File: src/rtl/hdmi_pkg.sv
// Shared types and default constants for the HDMI clock measurement block.
// Contents: measurement FSM state enum, default gate and settle lengths.
package hdmi_pkg;

    // Measurement sequencer states
    typedef enum logic [2:0] {
        ST_IDLE     = 3'd0,
        ST_GATE     = 3'd1,
        ST_REQ      = 3'd2,
        ST_WAIT_ACK = 3'd3,
        ST_SETTLE   = 3'd4,
        ST_CAPTURE  = 3'd5
    } meas_state_e;

    // Default gate length: one second at a 50 MHz client clock
    localparam int unsigned HDMI_GATE_CYCLES_DEF   = 32'd50_000_000;
    // Default settle time before sampling the multi-bit snapshot
    localparam int unsigned HDMI_SETTLE_CYCLES_DEF = 32'd4;

endpackage

File: src/rtl/hdmi_clk_meas_stab.sv
// Stability tracker for successive HDMI clock measurements.
// Built only when HDMI_CLK_MEAS_STABLE_EN is defined.
// Ports:
//   clk, rst_n    client clock, async active-low reset
//   clear         drop history and the stable flag (measurement run aborted)
//   sample_en     a new valid measurement is being loaded this cycle
//   sample        the measurement value being loaded
//   stable        registered: 3 consecutive measurements within STABLE_TOL
`ifdef HDMI_CLK_MEAS_STABLE_EN
module hdmi_clk_meas_stab #(
    parameter int unsigned CNT_W      = 28,
    parameter int unsigned STABLE_TOL = 2
) (
    input  logic             clk,
    input  logic             rst_n,
    input  logic             clear,
    input  logic             sample_en,
    input  logic [CNT_W-1:0] sample,
    output logic             stable
);

    logic [CNT_W-1:0] prev_q, prev_d;
    logic [1:0]       streak_q, streak_d;   // 0 = no history, saturates at 3
    logic             stable_d;
    logic [CNT_W-1:0] diff_c;
    logic             in_tol_c;

    // Absolute difference to the previous measurement
    always_comb begin
        diff_c   = (sample >= prev_q) ? (sample - prev_q) : (prev_q - sample);
        in_tol_c = (64'(diff_c) <= 64'(STABLE_TOL));
    end

    // Streak of in-tolerance measurements; an out-of-tolerance one restarts it
    always_comb begin
        prev_d   = prev_q;
        streak_d = streak_q;
        stable_d = stable;
        if (clear) begin
            streak_d = 2'd0;
            stable_d = 1'b0;
        end else if (sample_en) begin
            prev_d = sample;
            if (streak_q == 2'd0 || !in_tol_c) begin
                streak_d = 2'd1;
            end else if (streak_q != 2'd3) begin
                streak_d = streak_q + 2'd1;
            end
            stable_d = (streak_d == 2'd3);
        end
    end

    always_ff @(posedge clk or negedge rst_n) begin
        if (!rst_n) begin
            prev_q   <= '0;
            streak_q <= 2'd0;
            stable   <= 1'b0;
        end else begin
            prev_q   <= prev_d;
            streak_q <= streak_d;
            stable   <= stable_d;
        end
    end

endmodule
`endif

File: src/rtl/hdmi_clk_meas_ctrl.sv
// HDMI clock frequency measurement controller.
// Gates GATE_CYCLES client clocks, toggles a snapshot/reset request to the
// HDMI-domain counter, waits for the ack, lets the snapshot settle and
// captures it. The first capture after leaving IDLE covers an undefined
// interval and is discarded.
// Optional: HDMI_CLK_MEAS_STABLE_EN builds the stability tracker; without it
// meas_stable is tied low.
// Ports:
//   clk, rst_n                 client clock, async active-low reset
//   enable, pll_locked__clk    run conditions (level, already in clk domain)
//   clk_ctr_reset_req__clk     toggle request to the HDMI counter
//   clk_ctr_reset_ack__clk     ack, equals the last serviced request level
//   clk_ctr_at_reset__clk      snapshotted HDMI counter
//   meas_count, meas_valid     last measurement, one-cycle update pulse
//   ack_err, clear_err         sticky ack-timeout flag and its clear
//   meas_stable                stability flag
module hdmi_clk_meas_ctrl
    import hdmi_pkg::*;
#(
    parameter int unsigned CLK_CTR_MAX   = 27,
    parameter int unsigned GATE_CYCLES   = HDMI_GATE_CYCLES_DEF,
    parameter int unsigned SETTLE_CYCLES = HDMI_SETTLE_CYCLES_DEF,
    parameter int unsigned ACK_TIMEOUT   = 1024,
    parameter int unsigned STABLE_TOL    = 2
) (
    input  logic                   clk,
    input  logic                   rst_n,
    input  logic                   enable,
    input  logic                   pll_locked__clk,
    output logic                   clk_ctr_reset_req__clk,
    input  logic                   clk_ctr_reset_ack__clk,
    input  logic [CLK_CTR_MAX:0]   clk_ctr_at_reset__clk,
    output logic [CLK_CTR_MAX:0]   meas_count,
    output logic                   meas_valid,
    output logic                   ack_err,
    input  logic                   clear_err,
    output logic                   meas_stable
);

    localparam int unsigned CNT_W    = CLK_CTR_MAX + 1;
    localparam int unsigned GATE_W   = $clog2(GATE_CYCLES + 1);
    localparam int unsigned ACK_W    = $clog2(ACK_TIMEOUT + 1);
    localparam int unsigned SETTLE_W = $clog2(SETTLE_CYCLES + 1);

    // Elaboration-time parameter sanity
    if (GATE_CYCLES < 1 || SETTLE_CYCLES < 1 || ACK_TIMEOUT < 1) begin : g_bad_len
        $error("hdmi_clk_meas_ctrl: GATE_CYCLES, SETTLE_CYCLES and ACK_TIMEOUT must be >= 1");
    end
    if (64'(STABLE_TOL) >= (64'd1 << CNT_W)) begin : g_bad_tol
        $error("hdmi_clk_meas_ctrl: STABLE_TOL exceeds the count range");
    end

    meas_state_e         state_q, state_d;
    logic [GATE_W-1:0]   gate_cnt_q, gate_cnt_d;
    logic [ACK_W-1:0]    ack_cnt_q, ack_cnt_d;
    logic [SETTLE_W-1:0] settle_cnt_q, settle_cnt_d;
    logic                req_d;
    logic                discard_q, discard_d;
    logic [CNT_W-1:0]    meas_count_d;
    logic                meas_valid_d;
    logic                ack_err_d;
    logic                run_c;

    assign run_c = enable & pll_locked__clk;

    // Next-state and register-update logic
    always_comb begin
        state_d      = state_q;
        gate_cnt_d   = gate_cnt_q;
        ack_cnt_d    = ack_cnt_q;
        settle_cnt_d = settle_cnt_q;
        req_d        = clk_ctr_reset_req__clk;
        discard_d    = discard_q;
        meas_count_d = meas_count;
        meas_valid_d = 1'b0;
        // A timeout below overrides the clear
        ack_err_d    = clear_err ? 1'b0 : ack_err;

        if (state_q != ST_IDLE && !run_c) begin
            // Abort: hold req level and measurement, no pulse
            state_d = ST_IDLE;
        end else begin
            unique case (state_q)
                ST_IDLE: begin
                    if (run_c) begin
                        state_d    = ST_GATE;
                        gate_cnt_d = '0;
                        discard_d  = 1'b1;
                    end
                end
                ST_GATE: begin
                    if (gate_cnt_q == GATE_W'(GATE_CYCLES - 1)) begin
                        state_d = ST_REQ;
                    end else begin
                        gate_cnt_d = gate_cnt_q + GATE_W'(1);
                    end
                end
                ST_REQ: begin
                    req_d     = ~clk_ctr_reset_req__clk;
                    ack_cnt_d = '0;
                    state_d   = ST_WAIT_ACK;
                end
                ST_WAIT_ACK: begin
                    if (clk_ctr_reset_ack__clk == clk_ctr_reset_req__clk) begin
                        state_d      = ST_SETTLE;
                        settle_cnt_d = '0;
                    end else if (ack_cnt_q == ACK_W'(ACK_TIMEOUT - 1)) begin
                        ack_err_d = 1'b1;
                        state_d   = ST_IDLE;
                    end else begin
                        ack_cnt_d = ack_cnt_q + ACK_W'(1);
                    end
                end
                ST_SETTLE: begin
                    if (settle_cnt_q == SETTLE_W'(SETTLE_CYCLES - 1)) begin
                        state_d = ST_CAPTURE;
                    end else begin
                        settle_cnt_d = settle_cnt_q + SETTLE_W'(1);
                    end
                end
                ST_CAPTURE: begin
                    state_d    = ST_GATE;
                    gate_cnt_d = '0;
                    if (discard_q) begin
                        discard_d = 1'b0;
                    end else begin
                        meas_count_d = clk_ctr_at_reset__clk;
                        meas_valid_d = 1'b1;
                    end
                end
                default: state_d = ST_IDLE;
            endcase
        end
    end

    // State and output registers
    always_ff @(posedge clk or negedge rst_n) begin
        if (!rst_n) begin
            state_q                <= ST_IDLE;
            gate_cnt_q             <= '0;
            ack_cnt_q              <= '0;
            settle_cnt_q           <= '0;
            clk_ctr_reset_req__clk <= 1'b0;
            discard_q              <= 1'b1;
            meas_count             <= '0;
            meas_valid             <= 1'b0;
            ack_err                <= 1'b0;
        end else begin
            state_q                <= state_d;
            gate_cnt_q             <= gate_cnt_d;
            ack_cnt_q              <= ack_cnt_d;
            settle_cnt_q           <= settle_cnt_d;
            clk_ctr_reset_req__clk <= req_d;
            discard_q              <= discard_d;
            meas_count             <= meas_count_d;
            meas_valid             <= meas_valid_d;
            ack_err                <= ack_err_d;
        end
    end

`ifdef HDMI_CLK_MEAS_STABLE_EN
    logic abort_c;
    logic cap_fire_c;

    assign abort_c    = (state_q != ST_IDLE) && !run_c;
    assign cap_fire_c = (state_q == ST_CAPTURE) && run_c && !discard_q;

    hdmi_clk_meas_stab #(
        .CNT_W      (CNT_W),
        .STABLE_TOL (STABLE_TOL)
    ) u_stab (
        .clk       (clk),
        .rst_n     (rst_n),
        .clear     (abort_c),
        .sample_en (cap_fire_c),
        .sample    (clk_ctr_at_reset__clk),
        .stable    (meas_stable)
    );
`else
    assign meas_stable = 1'b0;
`endif

endmodule

File: config.mk
export PLATFORM = sky130hd
export DESIGN_NAME = hdmi_clk_meas_ctrl
export DESIGN_NICKNAME = d
export VERILOG_FILES = /design/src/rtl/hdmi_pkg.sv /design/src/rtl/hdmi_clk_meas_stab.sv /design/src/rtl/hdmi_clk_meas_ctrl.sv
export SDC_FILE = /design/constraint.sdc
export NUM_CORES = 1
export LEC_CHECK = 0
export CAP_MARGIN = 20
export CORE_UTILIZATION = 57
export CTS_BUF_LIST = sky130_fd_sc_hd__clkbuf_16
export CTS_CLUSTER_DIAMETER = 80
export DETAILED_ROUTE_END_ITERATION = 16
export PLACE_DENSITY = 0.85
export SYNTH_ARGS = -nofsm -noshare
export SYNTH_HDL_FRONTEND = slang
export SYNTH_SLANG_ARGS = --single-unit
File: constraint.sdc
create_clock -name clk -period 4.8 [get_ports clk]
set_input_delay 0.96 -clock clk [delete_from_list [all_inputs] [get_ports clk]]
set_output_delay 0.96 -clock clk [all_outputs]
set_load 0.02 [all_outputs]
Word-level counts from Yosys, hierarchy flattened
Cells that the tools add are included.
- equal/unequal tests: 19
- multiplexer cells: 26
- reduce and logical (&&, ||, !) cells: 15
- order comparisons: 0
- div/mod/pow operators: 0
- add/subtract/negate cells: 3
- multiply operators: 0
- shift-type cells: 0
- bitwise logic cells: 4
- operators with widths (operator ; count):
    $pmux W26 S3 ; 1
    $mux W26 ; 2
    $add A26 B1 Y26 const B ; 1
    $eq A26 B26 Y1 const B ; 1
    $mux W3 ; 8
    $mux W11 ; 2
    $pmux W11 S2 ; 1
    $pmux W3 S6 ; 1
    $reduce_and A4 Y1 ; 4
    $ne A2 B2 Y1 const B ; 6
    $add A11 B1 Y11 const B ; 1
    $eq A11 B10 Y1 const B ; 1
    $eq A3 B2 Y1 const B ; 3
    $mux W1 ; 9
    $ne A3 B3 Y1 const B ; 3
    $eq A3 B3 Y1 const B ; 2
    $pmux W3 S2 ; 1
    $reduce_and A3 Y1 ; 2
    $reduce_bool A2 Y1 ; 3
    $reduce_bool A3 Y1 ; 2
    $ne A4 B4 Y1 const B ; 1
    $add A3 B1 Y3 const B ; 1
    $eq A3 B1 Y1 const B ; 1
    $logic_not A3 Y1 ; 1
    other kinds (7) ; 9
- ROM bits: 0
- output and inout bits: 32
- bits in registers: 75
- bits of input ports: 34
- memory bits (writable): 0
- latch bits: 0
- logic and storage cells: 76
- memories kept: 0

Logic depth before layout (Yosys ltp)
Gate-level depths: netlist (run 1).
- depth after elaboration: 5
- gate-level depth with buffers: 8

Worst setup path after synthesis (run 1)
No wires, ideal clock.
- path type: input -> register
- start: input enable
- end: register meas_count[0]
- arrival: 2218 ps
- data required time: 4675 ps
- setup slack: 2457 ps
- cell stages on the path: 5
- path through: nand2_1 > nor4b_1 > buf_2 > buf_2 > mux2_2
- cells in the longest elaborated chain, start to end: 5
- RTL lines (what ; RTL line ; text):
    from (decl) ; hdmi_clk_meas_ctrl.sv:28 ; input logic enable,
    $and A1 B1 Y1 ; hdmi_clk_meas_ctrl.sv:64 ; assign run_c = enable & pll_locked__clk;
    $logic_not A1 Y1 ; hdmi_clk_meas_ctrl.sv:79 ; if (state_q != ST_IDLE && !run_c) begin
    $logic_and A1 B1 Y1 ; hdmi_clk_meas_ctrl.sv:79 ;
    $not A1 Y1 (no source line) ; n/a ;
    $reduce_and A3 Y1 (no source line) ; n/a ;
    to (signal assigned) ; hdmi_clk_meas_ctrl.sv:155 ; meas_count <= meas_count_d;
    to (decl) ; hdmi_clk_meas_ctrl.sv:33 ; output logic [CLK_CTR_MAX:0] meas_count,
Every way passes these cells.
A chain may end at the register's enable or synchronous reset.

Final worst setup path (run 1)
- start: input pll_locked__clk
- end: register gate_cnt_q[11]
- cells in the longest elaborated chain, start to end: 5
- RTL lines (what ; RTL line ; text):
    from (decl) ; hdmi_clk_meas_ctrl.sv:29 ; input logic pll_locked__clk,
    $and A1 B1 Y1 * ; hdmi_clk_meas_ctrl.sv:64 ;
    $logic_not A1 Y1 ; hdmi_clk_meas_ctrl.sv:79 ;
    $logic_and A1 B1 Y1 ; hdmi_clk_meas_ctrl.sv:79 ;
    $not A1 Y1 (no source line) ; n/a ;
    $reduce_and A4 Y1 (no source line) * ; n/a ;
    to (signal assigned) ; hdmi_clk_meas_ctrl.sv:150 ; gate_cnt_q <= gate_cnt_d;
    to (decl) ; hdmi_clk_meas_ctrl.sv:54 ; logic [GATE_W-1:0] gate_cnt_q, gate_cnt_d;
Mark *: on every way between the ends. The rest lies on a longest branch, timed or not.

==> flow_summary_export.csv, run 1 <==
group,metric,value,unit
logic_synthesis,yosysSeqAreaShare,49.7,%
logic_synthesis,yosys_synthesis_warning_count,0,
floorplan,die_w,83.4,um
setup_path,crit_arrival,3.46,ns
logic_synthesis,synthesis.instances,363,
cells_and_area,ff_latch_area,0.00188,sq mm
clock_network,cts.repair.resized,0,
logic_synthesis,synth_fp_nets,401,
logic_synthesis,synth.distinct_cells,60,
setup_path,crit_path_category,"input pin to flip-flop",
logic_synthesis,synthesis.area_per_instance,10.4,sq um
route,detail_route.drc_violations,0,
setup_path,critPathCaptureType,"flip-flop",
floorplan,std_cell_rows,29,
global_routing,largest_net_degree_at_the_start_of_global_routing,76,
power,power.density,293,mW/mm^2
global_routing,first_global_vias,3083,
floorplan,dieArea,0.00695,sq mm
logic_synthesis,synth-async-reset-ratio,100,%
sta,timing.final.setup_violations,0,
route,routed_wl,8960,um
power,total_switching_power,306,uW
cells_and_area,diodes,0,
cells_and_area,nFillCells,429,
power,cell_internal_pwr,1070,uW
logic_synthesis,synth_ff_type,"dfrtp_1",
setup_path,crit_fanout,15,
floorplan,pin_count,66,
power,p_leak,0.00202,uW
route,post_drt_via_cell_ratio,6.32,
clock_network,cts.hold.buffers_added,0,
clock_network,cts.repair_timing.setup_buffer_count,0,
clock_network,clock-root-buffer,"clkbuf_16",
route,detail_route.wl_per_cell,17.9,um
clock_network,cts_tree,"done",
sta,final_sum_of_negative_setup_slack,0,ns
cells_and_area,syn2layout_area_growth,24.6,%
route,antenna_left,0,
power,ir_drop,0.300,mV
clock_network,ctsHtreeMaxLevel,3,
global_routing,initial_antenna_violation_count,0,
setup_path,critPathLaunchType,"input pin",
cells_and_area,nets,457,
logic_synthesis,top_area_cells_in_the_synthesized_netlist,"dfrtp_1 (49%), mux2_2 (8.3%), o21ai_0 (3.8%)",
sta,final_max_slew_viol_count,0,
logic_synthesis,synth-edff-count,0,
cells_and_area,final_layout_size_suffix_gt1_share,13.7,%
floorplan,initial_util,59.1,%
logic_synthesis,yosysTopAreaCell,"dfrtp_1",
cells_and_area,multi_input_comb_area,0.00176,sq mm
setup_path,rr_worst_depth,5,
logic_synthesis,yosys.area.top_type_share,49.0,%
power,fin_total_pwr,1380,uW
placed_design,detailed_placer_s_ending_hpwl,5900,um
sta,max_freq,0.309,GHz
route,vias,3168,
flow_run,max_capacitance_violation_total,0,
sta,slew_headroom,26.4,%
sta,fin_crit,3.23,ns
placed_design,finalWeightedCongestion,0.887,
clock_network,cts.reportedPaths.clkPinSlew,0.06,ns
logic_synthesis,yosys_register_bits,75,
hold_path,hold_path.class,"flip-flop to flip-flop",
run_status,status,"finished, final reports clean",
global_routing,grt_first_pass_wirelength,15100,um
sta,grt_setup_unrepaired,"no",
power,power_frac_seq,47.5,%
power,power.share.switching,22.2,%
floorplan,chipHeight,83.4,um
setup_path,critPathRequiredTime,5.03,ns
global_routing,grt.overflow.total,0,
clock_network,clock_buffer_count_from_cts,9,
clock_network,clk_latency,0.33,ns
clock_network,clock_sinks,75,
sta,min_period_over_period,67.4,%
clock_network,ctsLongestPathBuffers,2,
global_routing,grt_use_total,27.4,%
hold_path,holdPathStages,1,
logic_synthesis,synth_area,0.00378,sq mm
floorplan,floorplan.core_area,0.00639,sq mm
sta,tightest_slew,1.09,ns
sta,hold_viol,0,
power,share_clk_of_total_power,46.7,%
route,detailedRoute.firstPassIterationCount,5,
power,combinationalPowerShare,5.8,%
sta,worst_clock_skew,0.00266,ns
route,drtIter0Drc,207,
placed_design,port_buffers,64,
[Yosys cell counts, types with 4 or more instances]
library cell	instances
a211oi_1	9
a21o_1	8
a21oi_1	11
a31oi_1	15
and2_1	4
and4_1	4
buf_2	4
clkbuf_1	10
dfrtp_1	74
ha_1	4
inv_1	10
mux2_2	28
nand2_1	25
nand3_1	14
nand4_1	10
nor2_1	16
nor3_1	4
nor4_1	7
o21ai_0	29
o31ai_1	7
or3_1	4
or4_1	6
xnor2_1	6
[sequential cells by signal, summed over array words and instances (netlist names)]
name and cells:
settle_cnt_q 3, discard_q 1, clk_ctr_reset_req__clk 1, meas_valid 1
meas_count 28, state_q 3, ack_cnt_q 11, gate_cnt_q 26
ack_err 1
[area by class of cell]
type | count | share of cell area, %
Tap cell | 77 | 2.05
Clock buffer | 9 | 4.79
Sequential cell | 75 | 39.9
Inverter | 10 | 0.798
Clock inverter | 7 | 1.28
Multi-Input combinational cell | 258 | 37.4
Timing Repair Buffer | 65 | 13.7
[path summary, 6_finish.rpt]
check                                                start                     endpoint  slack, ns
worst max-delay path                       pll_locked__clk   gate_cnt_q[11]$_DFFE_PN0P_       1.57
worst min-delay path            meas_count[14]$_DFFE_PN0P_   meas_count[14]$_DFFE_PN0P_       0.50
worst max register to register   gate_cnt_q[9]$_DFFE_PN0P_  settle_cnt_q[2]$_DFFE_PN0P_       2.01
worst min register to register  meas_count[14]$_DFFE_PN0P_   meas_count[14]$_DFFE_PN0P_       0.50
max in group asynchronous                            rst_n    gate_cnt_q[8]$_DFFE_PN0P_       3.43
min in group asynchronous                            rst_n     ack_cnt_q[7]$_DFFE_PN0P_       0.76
[metrics by stage]
stage               utilization (%)  std cells  area (sq um)  setup WS, ns  hold slack, ns
floorplan                         -        363          3780          2.46           0.450
global placement               69.2        485          4420          1.35           0.476
detailed placement             69.2        485          4420          1.27           0.490
CTS                            73.7        501          4700          1.60           0.499
global route                   73.7        501          4700          1.45           0.511
finish                         73.7        501          4700          1.57           0.502
[layer usage]
layer | routed length (um) | track usage [%]
met1 | 3700 | 35.3
met2 | 4500 | 45.2
met3 | 549 | 6.76
met4 | 208 | 9.87
met5 | 0 | 0
[cells in the final DEF (no fill, tap or decap), types with 3 or more instances in the layout]
master / n
mux2_2: 28
clkbuf_16: 9
o31ai_1: 7
clkdlybuf4s50_1: 63
nor2_1: 16
o21ai_0: 29
nand4_1: 10
nor3_1: 4
nand3_1: 14
xnor2_1: 6
nor4_1: 7
inv_1: 11
and3_1: 3
a211oi_1: 9
and4_1: 4
or3_1: 4
a21oi_1: 11
and2_1: 4
nand2_1: 25
dfrtp_1: 74
nor2b_1: 3
a21o_1: 8
or4_1: 6
ha_1: 4
a32o_1: 3
a31oi_1: 15
[power by group through the flow]
stage               logic [uW]  registers, uW  clock network (uW)
global route              88.0            656                 679
detailed placement        78.7            664                   0
floorplan                 35.0            659                   0
global placement          76.7            664                   0
finish                    79.6            655                 644
CTS                       79.7            654                 649
[worst max-delay path: stages]
cell             delay (ns)
clkdlybuf4s50_1        0.48
nand2_1                0.18
or3_1                  0.62
nor2_1                 0.69
nand2_1                0.23
o31ai_1                0.30
[kinds of logic (layout without fill, tap and decap cells)]
logic type	Yosys count	count (layout)	synth area share [%]
flip-flops	75	75	49.7
buffers and inverters	30	91	3.78
AO/OA/AOI/OAI	97	97	16.6
other	1	1	0.0993
XOR/XNOR	8	8	1.86
AND/OR/NAND/NOR	120	120	18.3
multiplexers	28	28	8.35
adder cells (fa/ha/maj)	4	4	1.33
Power figures use the tool's default switching activity.
==> run 2: changes to the inputs <==
--- a/config.mk
+++ b/config.mk
@@ -6,11 +6,11 @@
 export NUM_CORES = 1
 export LEC_CHECK = 0
 export CAP_MARGIN = 20
-export CORE_UTILIZATION = 57
+export CORE_UTILIZATION = 53
 export CTS_BUF_LIST = sky130_fd_sc_hd__clkbuf_16
 export CTS_CLUSTER_DIAMETER = 80
 export DETAILED_ROUTE_END_ITERATION = 16
-export PLACE_DENSITY = 0.85
+export PLACE_DENSITY = 0.8
 export SYNTH_ARGS = -nofsm -noshare
 export SYNTH_HDL_FRONTEND = slang
 export SYNTH_SLANG_ARGS = --single-unit
==> constraint.sdc (replaced) <==
create_clock -name clk -period 3.35 [get_ports clk]
set_input_delay 0.67 -clock clk [delete_from_list [all_inputs] [get_ports clk]]
set_output_delay 0.67 -clock clk [all_outputs]
set_load 0.02 [all_outputs]
==> run 2 against run 1 <==
  * Critical path depth decreased by 1
  * Sequential power increased by 43%
  * Clock skew increased by 0.0021 ns
  * Largest power group is now clock
  * Combinational power grew 48%
  * Flip-flop and latch count unchanged
  * Sequential share of layout area fell by 0.76 points
  * Wire length up 1.7%
  * First-iteration DRC count rose by 1.4%
  * Register-to-register slack lost 1.3 ns
  * Power grew 49%
==> flow_summary_export.csv, run 2 (synthesis results as in run 1) <==
group,metric,value,unit
clock_network,cts.reportedPaths.clkPinSlew,0.06,ns
setup_path,cp_slowest_stage_delay,0.55,ns
setup_path,timing.critical_path.cells,"nor4_1 > nand4_1 > or3_4 > o21ai_1 > a21o_1",
floorplan,floorplan.core_area,0.00683,sq mm
global_routing,grt_first_pass_wirelength,14600,um
route,routed_wl,9110,um
setup_path,critPathLaunchType,"flip-flop",
cells_and_area,largest_register_ffs,28,
sta,slew_headroom,28.7,%
sta,fin_crit,2.60,ns
placed_design,port_buffers,64,
sta,hold_slack_final,0.482,ns
floorplan,pin_count,66,
route,detail_route.wl_per_cell,17.3,um
hold_path,hold_path.class,"input pin to async pin",
cells_and_area,fin_util,70.2,%
global_routing,initial_antenna_violation_count,0,
cells_and_area,syn2layout_area_growth,27.0,%
setup_path,critical_path.slowest_cell,"or3_4",
clock_network,cts.repair.resized,0,
sta,max_freq,0.384,GHz
setup_path,critPathCaptureType,"flip-flop",
placed_design,detailed_placer_s_ending_hpwl,6220,um
global_routing,grt.overflow.total,0,
route,post_drt_via_cell_ratio,6.04,
run_status,status,"finished, final reports clean",
setup_path,crit_arrival,2.87,ns
sta,worst_clock_skew,0.00473,ns
cells_and_area,registers.top_by_ff_count,"meas_count",
clock_network,clk_latency,0.33,ns
route,antenna_left,0,
setup_path,critPathRequiredTime,3.62,ns
route,vias,3177,
cells_and_area,final_layout_size_suffix_gt1_share,15.1,%
clock_network,cts_tree,"done",
power,power.density,428,mW/mm^2
setup_path,family_with_the_most_delay_on_the_worst_path,"simple AND/OR/NAND/NOR gates",
sta,tightest_slew,1.06,ns
clock_network,clock-root-buffer,"clkbuf_16",
floorplan,std_cell_rows,30,
flow_run,max_capacitance_violation_total,0,
route,detailedRoute.firstPassIterationCount,4,
clock_network,ctsLongestPathBuffers,2,
clock_network,clock_buffer_count_from_cts,9,
cells_and_area,mostFrequentLayoutCells,"dfrtp_1 (74), clkdlybuf4s50_1 (63), o21ai_0 (29), mux2_2 (28), nand2_1 (25)",
setup_path,crit_fanout,11,
cells_and_area,nets,463,
global_routing,grt_use_total,25.5,%
placed_design,finalWeightedCongestion,0.889,
sta,hold_viol,0,
sta,final_max_slew_viol_count,0,
power,p_leak,0.00206,uW
setup_path,crit_path_category,"flip-flop to flip-flop",
route,detail_route.drc_violations,0,
global_routing,first_global_vias,2944,
sta,timing.final.setup_violations,0,
floorplan,initial_util,55.3,%
floorplan,dieArea,0.00747,sq mm
clock_network,cts.repair_timing.setup_buffer_count,0,
sta,final_sum_of_negative_setup_slack,0,ns
clock_network,clock_sinks,75,
setup_path,cp.buffers_inverters,0,
sta,min_period_over_period,77.7,%
clock_network,cts.hold.buffers_added,0,
cells_and_area,final_common_cell,"dfrtp_1",
power,ir_drop,0.297,mV
cells_and_area,post_layout_nonfiller_instances,526,
cells_and_area,layout_top_registers,"meas_count (28), gate_cnt_q (26), ack_cnt_q (11)",
route,drtIter0Drc,210,
floorplan,chipHeight,86.4,um
sta,grt_setup_unrepaired,"no",
cells_and_area,diodes,0,
floorplan,die_w,86.4,um
clock_network,ctsHtreeMaxLevel,3,
global_routing,largest_net_degree_at_the_start_of_global_routing,76,
placed_design,dp_cells,510,
run 2: changes by cell type in the layout (fill, tap and decap cells not counted):
| cell | previous run | this run |
|---|---|---|
| buf_4 | 2 | 8 |
| bufinv_16 | 1 | 2 |
| clkinv_2 | 2 | 3 |
| clkinv_4 | 1 | 0 |
| inv_1 | 11 | 10 |
run 2: final cells by class:
class | instances | area [sq um]
clock inverter | 7 | 82.6
timing repair buffer | 71 | 691
clock buffer | 9 | 225
inverter | 10 | 37.5
sequential | 75 | 1880
tap | 96 | 120
fill | 513 | 2040
multi-input combinational | 258 | 1760
run 2: worst paths after layout:
path                                             from                         end  slack (ns)  cells past startpoint
max                         gate_cnt_q[9]$_DFFE_PN0P_  gate_cnt_q[24]$_DFFE_PN0P_        0.75                      5
min                                             rst_n  gate_cnt_q[15]$_DFFE_PN0P_        0.48                      1
max reg2reg                 gate_cnt_q[9]$_DFFE_PN0P_  gate_cnt_q[24]$_DFFE_PN0P_        0.75                      5
min reg2reg                gate_cnt_q[19]$_DFFE_PN0P_  gate_cnt_q[19]$_DFFE_PN0P_        0.50                      1
max in group asynchronous                       rst_n  gate_cnt_q[20]$_DFFE_PN0P_        2.25                      1
min in group clk           gate_cnt_q[19]$_DFFE_PN0P_  gate_cnt_q[19]$_DFFE_PN0P_        0.50                      1
run 2: where the power goes:
group / internal [uW] / leakage, uW / switching (uW)
clock: 642 / 0.000154 / 354
combinational: 56.3 / 0.000869 / 61.9
sequential: 917 / 0.00104 / 20.0
run 2: per-stage QoR:
stage	worst slack, ns	area [sq um]	total power, uW
final	0.746	4800	2050
after global routing	0.684	4800	2120
after CTS	0.856	4800	2070
after detailed placement	0.675	4490	1070
after global placement	0.754	4490	1070
after floorplan	1.25	3780	995
run 2: routing by layer:
layer  vias to the layer above  GRT usage, %  wire (um)
met5                         -             0          0
met4                         0          8.48        176
met3                        21          6.76        477
met2                        96          41.2       4680
met1                      1568          33.4       3770
li1                       1492             -          -
